### config.mk
export PLATFORM = sky130hd
export DESIGN_NAME = iob_pfsm_loader
export DESIGN_NICKNAME = d
export VERILOG_FILES = /design/src/rtl/iob_pfsm_loader.sv
export SDC_FILE = /design/constraint.sdc
export NUM_CORES = 1
export LEC_CHECK = 0
export ABC_CLOCK_PERIOD_IN_PS = 3100
export CORE_ASPECT_RATIO = 0.7
export CORE_MARGIN = 5
export CORE_UTILIZATION = 40
export DETAILED_ROUTE_END_ITERATION = 16
export PLACE_DENSITY = 0.87
export SLEW_MARGIN = 0
export SYNTH_ARGS = -nofsm -noshare
export SYNTH_HDL_FRONTEND = slang
export SYNTH_SLANG_ARGS = --single-unit
### constraint.sdc
create_clock -name clk_i -period 3.1 [get_ports clk_i]
set_clock_uncertainty 0.1 [all_clocks]
set_input_delay 0.93 -clock clk_i [delete_from_list [all_inputs] [get_ports clk_i]]
set_output_delay 0.93 -clock clk_i [all_outputs]
set_load 0.05 [all_outputs]
### src/rtl/iob_pfsm_loader.sv
// iob_pfsm_loader
//   IOb-native bus initiator that programs an iob_pfsm LUT from an entry
//   stream. On start it writes SOFTRESET=1, then for every entry (in address
//   order) writes MEM_WORD_SELECT=k followed by the k-th DATA_W chunk of the
//   entry into the MEMORY window, then writes SOFTRESET=0 and pulses done_o.
//
// Ports
//   clk_i, arst_n_i, cke_i        : clock, async active-low reset, clock enable
//   start_i                       : begin a load (sampled in IDLE only)
//   lut_data_i/valid_i/ready_o    : LUT entry stream {next_state, outputs}
//   iob_valid_o/addr_o/wdata_o/
//   iob_wstrb_o/ready_i           : IOb-native write request
//   iob_rvalid_i/rdata_i          : read response, unused by a write-only master
//   busy_o, done_o                : load in progress / one-cycle completion pulse
module iob_pfsm_loader #(
    parameter int DATA_W               = 32,
    parameter int ADDR_W               = 16,
    parameter int STATE_W              = 2,
    parameter int INPUT_W              = 1,
    parameter int OUTPUT_W             = 1,
    parameter int SOFTRESET_ADDR       = 0,
    parameter int MEM_WORD_SELECT_ADDR = 4,
    parameter int MEMORY_ADDR          = 16
) (
    input  logic                        clk_i,
    input  logic                        arst_n_i,
    input  logic                        cke_i,
    input  logic                        start_i,
    input  logic [STATE_W+OUTPUT_W-1:0] lut_data_i,
    input  logic                        lut_valid_i,
    output logic                        lut_ready_o,
    output logic                        iob_valid_o,
    output logic [ADDR_W-1:0]           iob_addr_o,
    output logic [DATA_W-1:0]           iob_wdata_o,
    output logic [DATA_W/8-1:0]         iob_wstrb_o,
    input  logic                        iob_ready_i,
    input  logic                        iob_rvalid_i,
    input  logic [DATA_W-1:0]           iob_rdata_i,
    output logic                        busy_o,
    output logic                        done_o
);

    localparam int LUT_W     = STATE_W + OUTPUT_W;
    localparam int N_CHUNKS  = (LUT_W + DATA_W - 1) / DATA_W;
    localparam int N_ENTRIES = 1 << (STATE_W + INPUT_W);
    localparam int BSHIFT    = $clog2(DATA_W / 8);
    localparam int E_W       = STATE_W + INPUT_W;
    localparam int K_W       = (N_CHUNKS > 1) ? $clog2(N_CHUNKS) : 1;
    localparam int PAD_W     = N_CHUNKS * DATA_W;

    typedef enum logic [2:0] {
        IDLE,
        RST_ASSERT,
        WAIT_ENTRY,
        SEL,
        MEM,
        RST_RELEASE,
        DONE
    } state_t;

    state_t             state, state_n;
    logic [E_W-1:0]     e, e_n;
    logic [K_W-1:0]     k, k_n;
    logic [LUT_W-1:0]   ent, ent_n;

    logic               valid_d, lut_ready_d, busy_d, done_d;
    logic [ADDR_W-1:0]  addr_d;
    logic [DATA_W-1:0]  wdata_d;
    logic [PAD_W-1:0]   pad;

    // Read channel is not used by a write-only initiator.
    logic unused_rd;
    always_comb unused_rd = ^{iob_rvalid_i, iob_rdata_i};

    // Next-state logic. In bus states the registered iob_valid_o is already
    // high, so iob_ready_i alone marks acceptance.
    always_comb begin
        state_n = state;
        e_n     = e;
        k_n     = k;
        ent_n   = ent;
        unique case (state)
            IDLE: begin
                if (start_i) begin
                    state_n = RST_ASSERT;
                    e_n     = '0;
                    k_n     = '0;
                end
            end
            RST_ASSERT: begin
                if (iob_ready_i) state_n = WAIT_ENTRY;
            end
            WAIT_ENTRY: begin
                if (lut_valid_i) begin
                    ent_n   = lut_data_i;
                    k_n     = '0;
                    state_n = SEL;
                end
            end
            SEL: begin
                if (iob_ready_i) state_n = MEM;
            end
            MEM: begin
                if (iob_ready_i) begin
                    if (k != K_W'(N_CHUNKS - 1)) begin
                        k_n     = k + K_W'(1);
                        state_n = SEL;
                    end else if (e != E_W'(N_ENTRIES - 1)) begin
                        e_n     = e + E_W'(1);
                        state_n = WAIT_ENTRY;
                    end else begin
                        state_n = RST_RELEASE;
                    end
                end
            end
            RST_RELEASE: begin
                if (iob_ready_i) state_n = DONE;
            end
            DONE:    state_n = IDLE;
            default: state_n = IDLE;
        endcase
    end

    // Outputs are decoded from the next-state values and then registered,
    // which gives the same cycle timing as a Moore decode of the current
    // state while keeping every output glitch-free.
    always_comb begin
        valid_d     = 1'b0;
        lut_ready_d = 1'b0;
        busy_d      = 1'b0;
        done_d      = 1'b0;
        addr_d      = '0;
        wdata_d     = '0;
        pad         = PAD_W'(ent_n);
        unique case (state_n)
            RST_ASSERT: begin
                valid_d = 1'b1;
                busy_d  = 1'b1;
                addr_d  = ADDR_W'(SOFTRESET_ADDR);
                wdata_d = DATA_W'(1);
            end
            WAIT_ENTRY: begin
                lut_ready_d = 1'b1;
                busy_d      = 1'b1;
            end
            SEL: begin
                valid_d = 1'b1;
                busy_d  = 1'b1;
                addr_d  = ADDR_W'(MEM_WORD_SELECT_ADDR);
                wdata_d = DATA_W'(k_n);
            end
            MEM: begin
                valid_d = 1'b1;
                busy_d  = 1'b1;
                addr_d  = ADDR_W'(MEMORY_ADDR + (32'(e_n) << BSHIFT));
                wdata_d = pad[k_n*DATA_W +: DATA_W];
            end
            RST_RELEASE: begin
                valid_d = 1'b1;
                busy_d  = 1'b1;
                addr_d  = ADDR_W'(SOFTRESET_ADDR);
                wdata_d = '0;
            end
            DONE:    done_d = 1'b1;
            default: ;
        endcase
    end

    always_ff @(posedge clk_i or negedge arst_n_i) begin
        if (!arst_n_i) begin
            state       <= IDLE;
            e           <= '0;
            k           <= '0;
            ent         <= '0;
            lut_ready_o <= 1'b0;
            iob_valid_o <= 1'b0;
            iob_addr_o  <= '0;
            iob_wdata_o <= '0;
            iob_wstrb_o <= '0;
            busy_o      <= 1'b0;
            done_o      <= 1'b0;
        end else if (cke_i) begin
            state       <= state_n;
            e           <= e_n;
            k           <= k_n;
            ent         <= ent_n;
            lut_ready_o <= lut_ready_d;
            iob_valid_o <= valid_d;
            iob_addr_o  <= addr_d;
            iob_wdata_o <= wdata_d;
            iob_wstrb_o <= valid_d ? '1 : '0;
            busy_o      <= busy_d;
            done_o      <= done_d;
        end
    end

endmodule
==> out/metrics.csv, run 1 <==
metric,value,unit
outcome,completed,
fmax,393,MHz
use_met3,3.30,%
cts_tree,built,
tightest_slew,0.507,ns
synth-xor-area-share,0,%
synth_ff_type,dfrtp_1,
syn-instance-count,168,
nNetsFinal,229,
syn-cell-area,0.00156,mm²
ant_nets,0,
ys_seq_area_share,33.7,%
postCtsResizedCells,0,
setup_viol,0,
synth.area.top_cells,"dfrtp_1, buf_4, a21oi_1, mux2_2, mux2i_1",
fp.dieW,84.6,µm
synthSimpleGateAreaFrac,12.5,%
met1_usage,16.6,%
max_cap_violations,0,
synth_edf_count,0,
mostFrequentLayoutCells,"conb_1, clkdlybuf4s50_1, dfrtp_1, a21oi_1, nor2_1",
finalCriticalPeriod,2.54,ns
drive_gt1_share,7.57,%
synth_top_cell_by_area,dfrtp_1,
slew_viol_final,0,
initial_core_util,40.5,%
synth_top_area_share,33.7,%
r2r_end,iob_wdata_o[0]$_DFFE_PN0P_,
hpwl,2.43,mm
final_common_cell,conb_1,
clk_latency,0.26,ns
dp_cells,233,
detail_route.iter0.violations,107,
critPathTopFamily,buffers and inverters,
cp-end-kind,output pin,
fin_tns_setup,0,ns
cts_root_buf,clkbuf_8,
critical_path.cell_chain,clkdlybuf4s50_1,
met2_usage,17.7,%
r2r_start,state[0]$_DFFE_PN0P_,
avgSynthCellArea,9.28,µm²
synth_top_family_by_area,buffers and inverters,
leakage,0.789,nW
fin_cells,237,
postSynth.asyncResetShare,100,%
yosysUniqueCellTypes,42,
grt_pass1_vias,1032,
antenna_cells,0,
cp_num_buf_inv,1,
worstPathMaxFanout,6,
cpPeakStageDelay,0.83,ns
rows,19,
hold_class,reg -> reg,
wire_per_inst,13.3,µm
cts_num_sinks,21,
final_core_util,44.1,%
ys_seq_elements,21,
crit_end,iob_valid_o,
antenna_found_initial,0,
globalRoute.busiestLayer,met2,
criticalPathCategory,reg -> out,
grt_pass1_wl,5.00,mm
vias_per_cell,4.73,
powerDensity,972,mW/mm²
grt_remaining_overflow,0,
io_pins,98,
yosysWarnings,0,
drt-total-wl,3.15,mm
core,0.00385,mm²
post_cts_buffers,0,
required,2.07,ns
rsz0062_at_grt,no,
finalCritPeriodShare,82.1,%
dieHeight,62.2,µm
io_buffers,23,
vdd_drop_max,0.496,mV
hold_buffers,0,
grt_max_degree,22,
clkTransAtPathRegs,0.08,ns
r2r_cells,4,
max-slew-margin-rel,66.1,%
vias,1120,
synthAdderAreaFrac,0.803,%
grtUsageTotal,11.6,%
crit_cells,1,
htreeDepth,1,
crit_slowest_cell,clkdlybuf4s50_1,
arrival,1.51,ns
worstSetupStartpoint,iob_wstrb_o[2]$_DFFE_PN0P_,
synth_compound_area_share,21.8,%
synth.area.mux_share,5.46,%
drc,0,
cts_buffers,3,
first_pass_iters,4,
finalHoldViolations,0,
area_delta_synth_final,8.99,%
clock_path_buffers,2,
reg2reg_slack,1.05,ns
dieArea,0.00527,mm²
startpoint_type,flip-flop,
place.gp.congestion,0.875,
-- through the flow --
step	worst slack (ns)	total power, mW	instance area, µm²	hold slack (ns)
global route	0.496	1.75	1700	0.427
finish	0.556	1.65	1700	0.406
detailed placement	0.274	1.48	1650	0.380
global placement	0.374	1.45	1650	0.386
CTS	0.530	1.66	1700	0.410
floorplan	0.951	1.31	1710	0.379
-- flip-flops by register name (all words and copies together) (netlist names) --
name,count
busy_o,1
done_o,1
e,3
ent,3
iob_addr_o,4
iob_wdata_o,3
iob_wstrb_o,1
k,1
lut_ready_o,1
state,3
-- final cells by class --
| class | instances | area, µm² |
|---|---|---|
| fillers | 397 | 2150 |
| multi-input cells | 129 | 787 |
| flip-flops and latches | 21 | 526 |
| repair buffers | 27 | 260 |
| well taps | 52 | 65.1 |
| clock buffers | 3 | 41.3 |
| inverters | 4 | 15.0 |
| clock inverters | 1 | 5.00 |
-- power by group --
| part | total, mW | internal [mW] | switching, mW |
|---|---|---|---|
| combinational | 0.970 | 0.335 | 0.634 |
| sequential | 0.504 | 0.376 | 0.127 |
| clock | 0.179 | 0.0896 | 0.0896 |
| total | 1.65 | 0.801 | 0.851 |
-- routing by layer --
layer  routed length, µm  vias up
li1                    -      544
met3                 236        3
met5                   0        -
met2                1430       45
met1                1480      528
met4                   9        0
-- Yosys cell counts (all sizes together), types with 2 or more instances --
cell     number
buf          49
dfrtp        21
a21oi        13
nor2          9
o21ai         7
nand2         6
clkbuf        5
a22o          4
inv           4
mux2          4
mux2i         4
a21o          3
nand2b        3
o221ai        3
o2bb2ai       3
and3b         2
and4bb        2
nand3         2
o21a          2
o31ai         2
-- cells by family (layout without fill, tap and decap cells) --
kind of cell    Yosys count  count (layout)
flops                    21              21
simple gates             33              33
compound gates           46              46
other cells               1              41
mux                       8               8
buf+inv                  58              35
fa+ha+maj                 1               1
-- worst min-delay path by stage --
stage / slack [ns] / cells past startpoint / end / from
CTS: 0.41 / 2 / busy_o$_DFFE_PN0P_ / busy_o$_DFFE_PN0P_
finish: 0.41 / 1 / iob_addr_o[4]$_DFFE_PN0P_ / iob_addr_o[4]$_DFFE_PN0P_
floorplan: 0.38 / 1 / ent[1]$_DFFE_PN0P_ / ent[1]$_DFFE_PN0P_
global route: 0.43 / 1 / ent[2]$_DFFE_PN0P_ / ent[2]$_DFFE_PN0P_
detailed placement: 0.38 / 1 / iob_wdata_o[2]$_DFFE_PN0P_ / iob_wdata_o[2]$_DFFE_PN0P_
global placement: 0.39 / 1 / ent[2]$_DFFE_PN0P_ / ent[2]$_DFFE_PN0P_
Power figures use the tool's default switching activity.
==> inputs of run 2 (changes only) <==
--- a/config.mk
+++ b/config.mk
@@ -5,12 +5,12 @@
 export SDC_FILE = /design/constraint.sdc
 export NUM_CORES = 1
 export LEC_CHECK = 0
-export ABC_CLOCK_PERIOD_IN_PS = 3100
+export ABC_CLOCK_PERIOD_IN_PS = 2600
 export CORE_ASPECT_RATIO = 0.7
 export CORE_MARGIN = 5
-export CORE_UTILIZATION = 40
+export CORE_UTILIZATION = 37
 export DETAILED_ROUTE_END_ITERATION = 16
-export PLACE_DENSITY = 0.87
+export PLACE_DENSITY = 0.81
 export SLEW_MARGIN = 0
 export SYNTH_ARGS = -nofsm -noshare
 export SYNTH_HDL_FRONTEND = slang
==> constraint.sdc (replaced) <==
create_clock -name clk_i -period 2.6 [get_ports clk_i]
set_clock_uncertainty 0.1 [all_clocks]
set_input_delay 0.78 -clock clk_i [delete_from_list [all_inputs] [get_ports clk_i]]
set_output_delay 0.78 -clock clk_i [all_outputs]
set_load 0.05 [all_outputs]
==> run 2 against run 1 <==
Flip-flop and latch count unchanged. Via count increased by 1.9%. Combinational power increased by 21%. Hold slack got worse by 0.012 ns. Non-clock buffer count increased by 4. Cell count increased by 1.7%. Routed wire length decreased by 1.7%. Critical path depth unchanged. Critical endpoint is now iob_wstrb_o[2].
==> out/metrics.csv, run 2 (synthesis results as in run 1) <==
metric,value,unit,change
outcome,completed,,
rows,19,,unchanged
fin_cells,241,,+1.7%
vias_per_cell,4.73,,+0.18%
area_delta_synth_final,10.9,%,
fin_tns_setup,0,ns,unchanged
hold_buffers,0,,unchanged
mostFrequentLayoutCells,"conb_1, clkdlybuf4s50_1, dfrtp_1, a21oi_1, nor2_1",,
hpwl,2.45,mm,+0.62%
cts_root_buf,clkbuf_8,,
r2r_start,state[0]$_DFFE_PN0P_,,
power,1.98,mW,+20%
first_pass_iters,4,,unchanged
required,1.72,ns,-0.35 ns
post-place-ws,0.00754,ns,-0.267 ns
reg2reg_slack,0.59,ns,-0.46 ns
drt-total-wl,3.10,mm,-1.7%
finalCriticalPeriod,2.40,ns,
initial_core_util,39.0,%,-1.4 points
detail_route.iter0.violations,63,,-41%
clkTransAtPathRegs,0.08,ns,about the same
r2r_cells,4,,unchanged
final_common_cell,conb_1,,
cts_num_sinks,21,,unchanged
wire_per_inst,12.9,µm,-3.3%
grt_pass1_vias,1009,,-2.2%
max-slew-margin-rel,66.3,%,+0.21 points
clk_latency,0.27,ns,about the same
worstHoldStart,iob_wdata_o[2]$_DFFE_PN0P_,,
core,0.00399,mm²,+3.7%
arrival,1.52,ns,about the same
io_buffers,23,,unchanged
slew_viol_final,0,,unchanged
setup_viol,0,,unchanged
r2r_end,busy_o$_DFFE_PN0P_,,
crit_slowest_cell,clkdlybuf4s50_1,,
htreeDepth,1,,unchanged
dieHeight,64.3,µm,+3.3%
nNetsFinal,233,,+1.7%
top_register,iob_addr_o,,
grt_max_degree,22,,unchanged
vias,1141,,+1.9%
cp-end-kind,output pin,,
io_pins,98,,unchanged
finalCritPeriodShare,92.5,%,
drive_gt1_share,9.52,%,+2.0 points
hold_end,iob_wdata_o[2]$_DFFE_PN0P_,,
postCtsResizedCells,0,,unchanged
dieArea,0.00563,mm²,+7.0%
cpPeakStageDelay,0.83,ns,about the same
place.gp.congestion,0.894,,+2.1%
cts_tree,built,,
vdd_drop_max,0.693,mV,+40%
max_cap_violations,0,,unchanged
crit_cells,1,,unchanged
largest_reg_flops,4,,unchanged
min_path_cells,1,,unchanged
dp_cells,237,,+1.7%
post_cts_buffers,0,,unchanged
cp_num_buf_inv,1,,unchanged
criticalPathCategory,reg -> out,,
hold_class,reg -> reg,,
leakage,0.809,nW,+2.5%
fillers,399,,+0.50%
critical_path.cell_chain,clkdlybuf4s50_1,,
antenna_cells,0,,unchanged
fmax,416,MHz,
rsz0062_at_grt,no,,
grtUsageTotal,11.0,%,-0.59 points
finalHoldViolations,0,,unchanged
worst_slack,0.195,ns,-0.361 ns
ant_nets,0,,unchanged
powerDensity,1140,mW/mm²,+18%
fp.dieW,87.6,µm,+3.5%
antenna_found_initial,0,,unchanged
worstPathMaxFanout,6,,unchanged
clock_path_buffers,2,,unchanged
cts_buffers,3,,unchanged
grt_remaining_overflow,0,,unchanged
critPathTopFamily,buffers and inverters,,
grt_pass1_wl,4.87,mm,-2.5%
startpoint_type,flip-flop,,
tightest_slew,0.504,ns,-0.00319 ns
drc,0,,unchanged
[run 2: worst max-delay path by stage]
stage                                from                         to  slack (ns)
6_report       iob_wstrb_o[2]$_DFFE_PN0P_             iob_wstrb_o[2]        0.20
4_1_cts        iob_wstrb_o[2]$_DFFE_PN0P_             iob_wstrb_o[2]        0.18
2_1_floorplan                 lut_valid_i         busy_o$_DFFE_PN0P_        0.60
3_5_place_dp                  iob_ready_i         busy_o$_DFFE_PN0P_       0.008
5_1_grt        iob_wstrb_o[2]$_DFFE_PN0P_                iob_valid_o        0.13
3_3_place_gp                  iob_ready_i  iob_addr_o[2]$_DFFE_PN0P_        0.04
[run 2: worst reg2reg max path, cell delays in order, from the launching register on]
cell and delay (ns):
dfrtp_1 0.64, and4bb_1 0.29, a221o_1 0.42, a2111oi_4 0.26
o221ai_1 0.17
[run 2: routing by layer]
layer | track usage [%] | part of all wire (%)
met5 | 0 | 0
met1 | 16.5 | 47
met3 | 3.59 | 7.8
met2 | 15.2 | 44
met4 | 2.30 | 0.90
[run 2: where the power goes]
part | switching [mW] | leakage [nW] | internal [mW] | total, mW
sequential | 0.144 | 0.270 | 0.448 | 0.592
combinational | 0.757 | 0.513 | 0.410 | 1.17
clock | 0.111 | 0.0255 | 0.107 | 0.218
total | 1.01 | 0.809 | 0.966 | 1.98
[run 2: per-stage QoR]
step	hold WS, ns	cell area [µm²]	util [%]
2_1_floorplan	0.379	1710	-
3_3_place_gp	0.380	1680	42.1
3_5_place_dp	0.385	1680	42.1
4_1_cts	0.403	1730	43.3
5_1_grt	0.430	1730	43.3
6_report	0.393	1730	43.3
[run 2: area by class of cell]
class / count / area, µm² / area share [%]
multi-input combinational: 129 / 787 / 45.5
tap: 52 / 65.1 / 3.76
clock buffer: 3 / 41.3 / 2.39
sequential: 21 / 526 / 30.4
timing repair buffer: 31 / 290 / 16.8
clock inverter: 1 / 5.00 / 0.289
inverter: 4 / 15.0 / 0.868
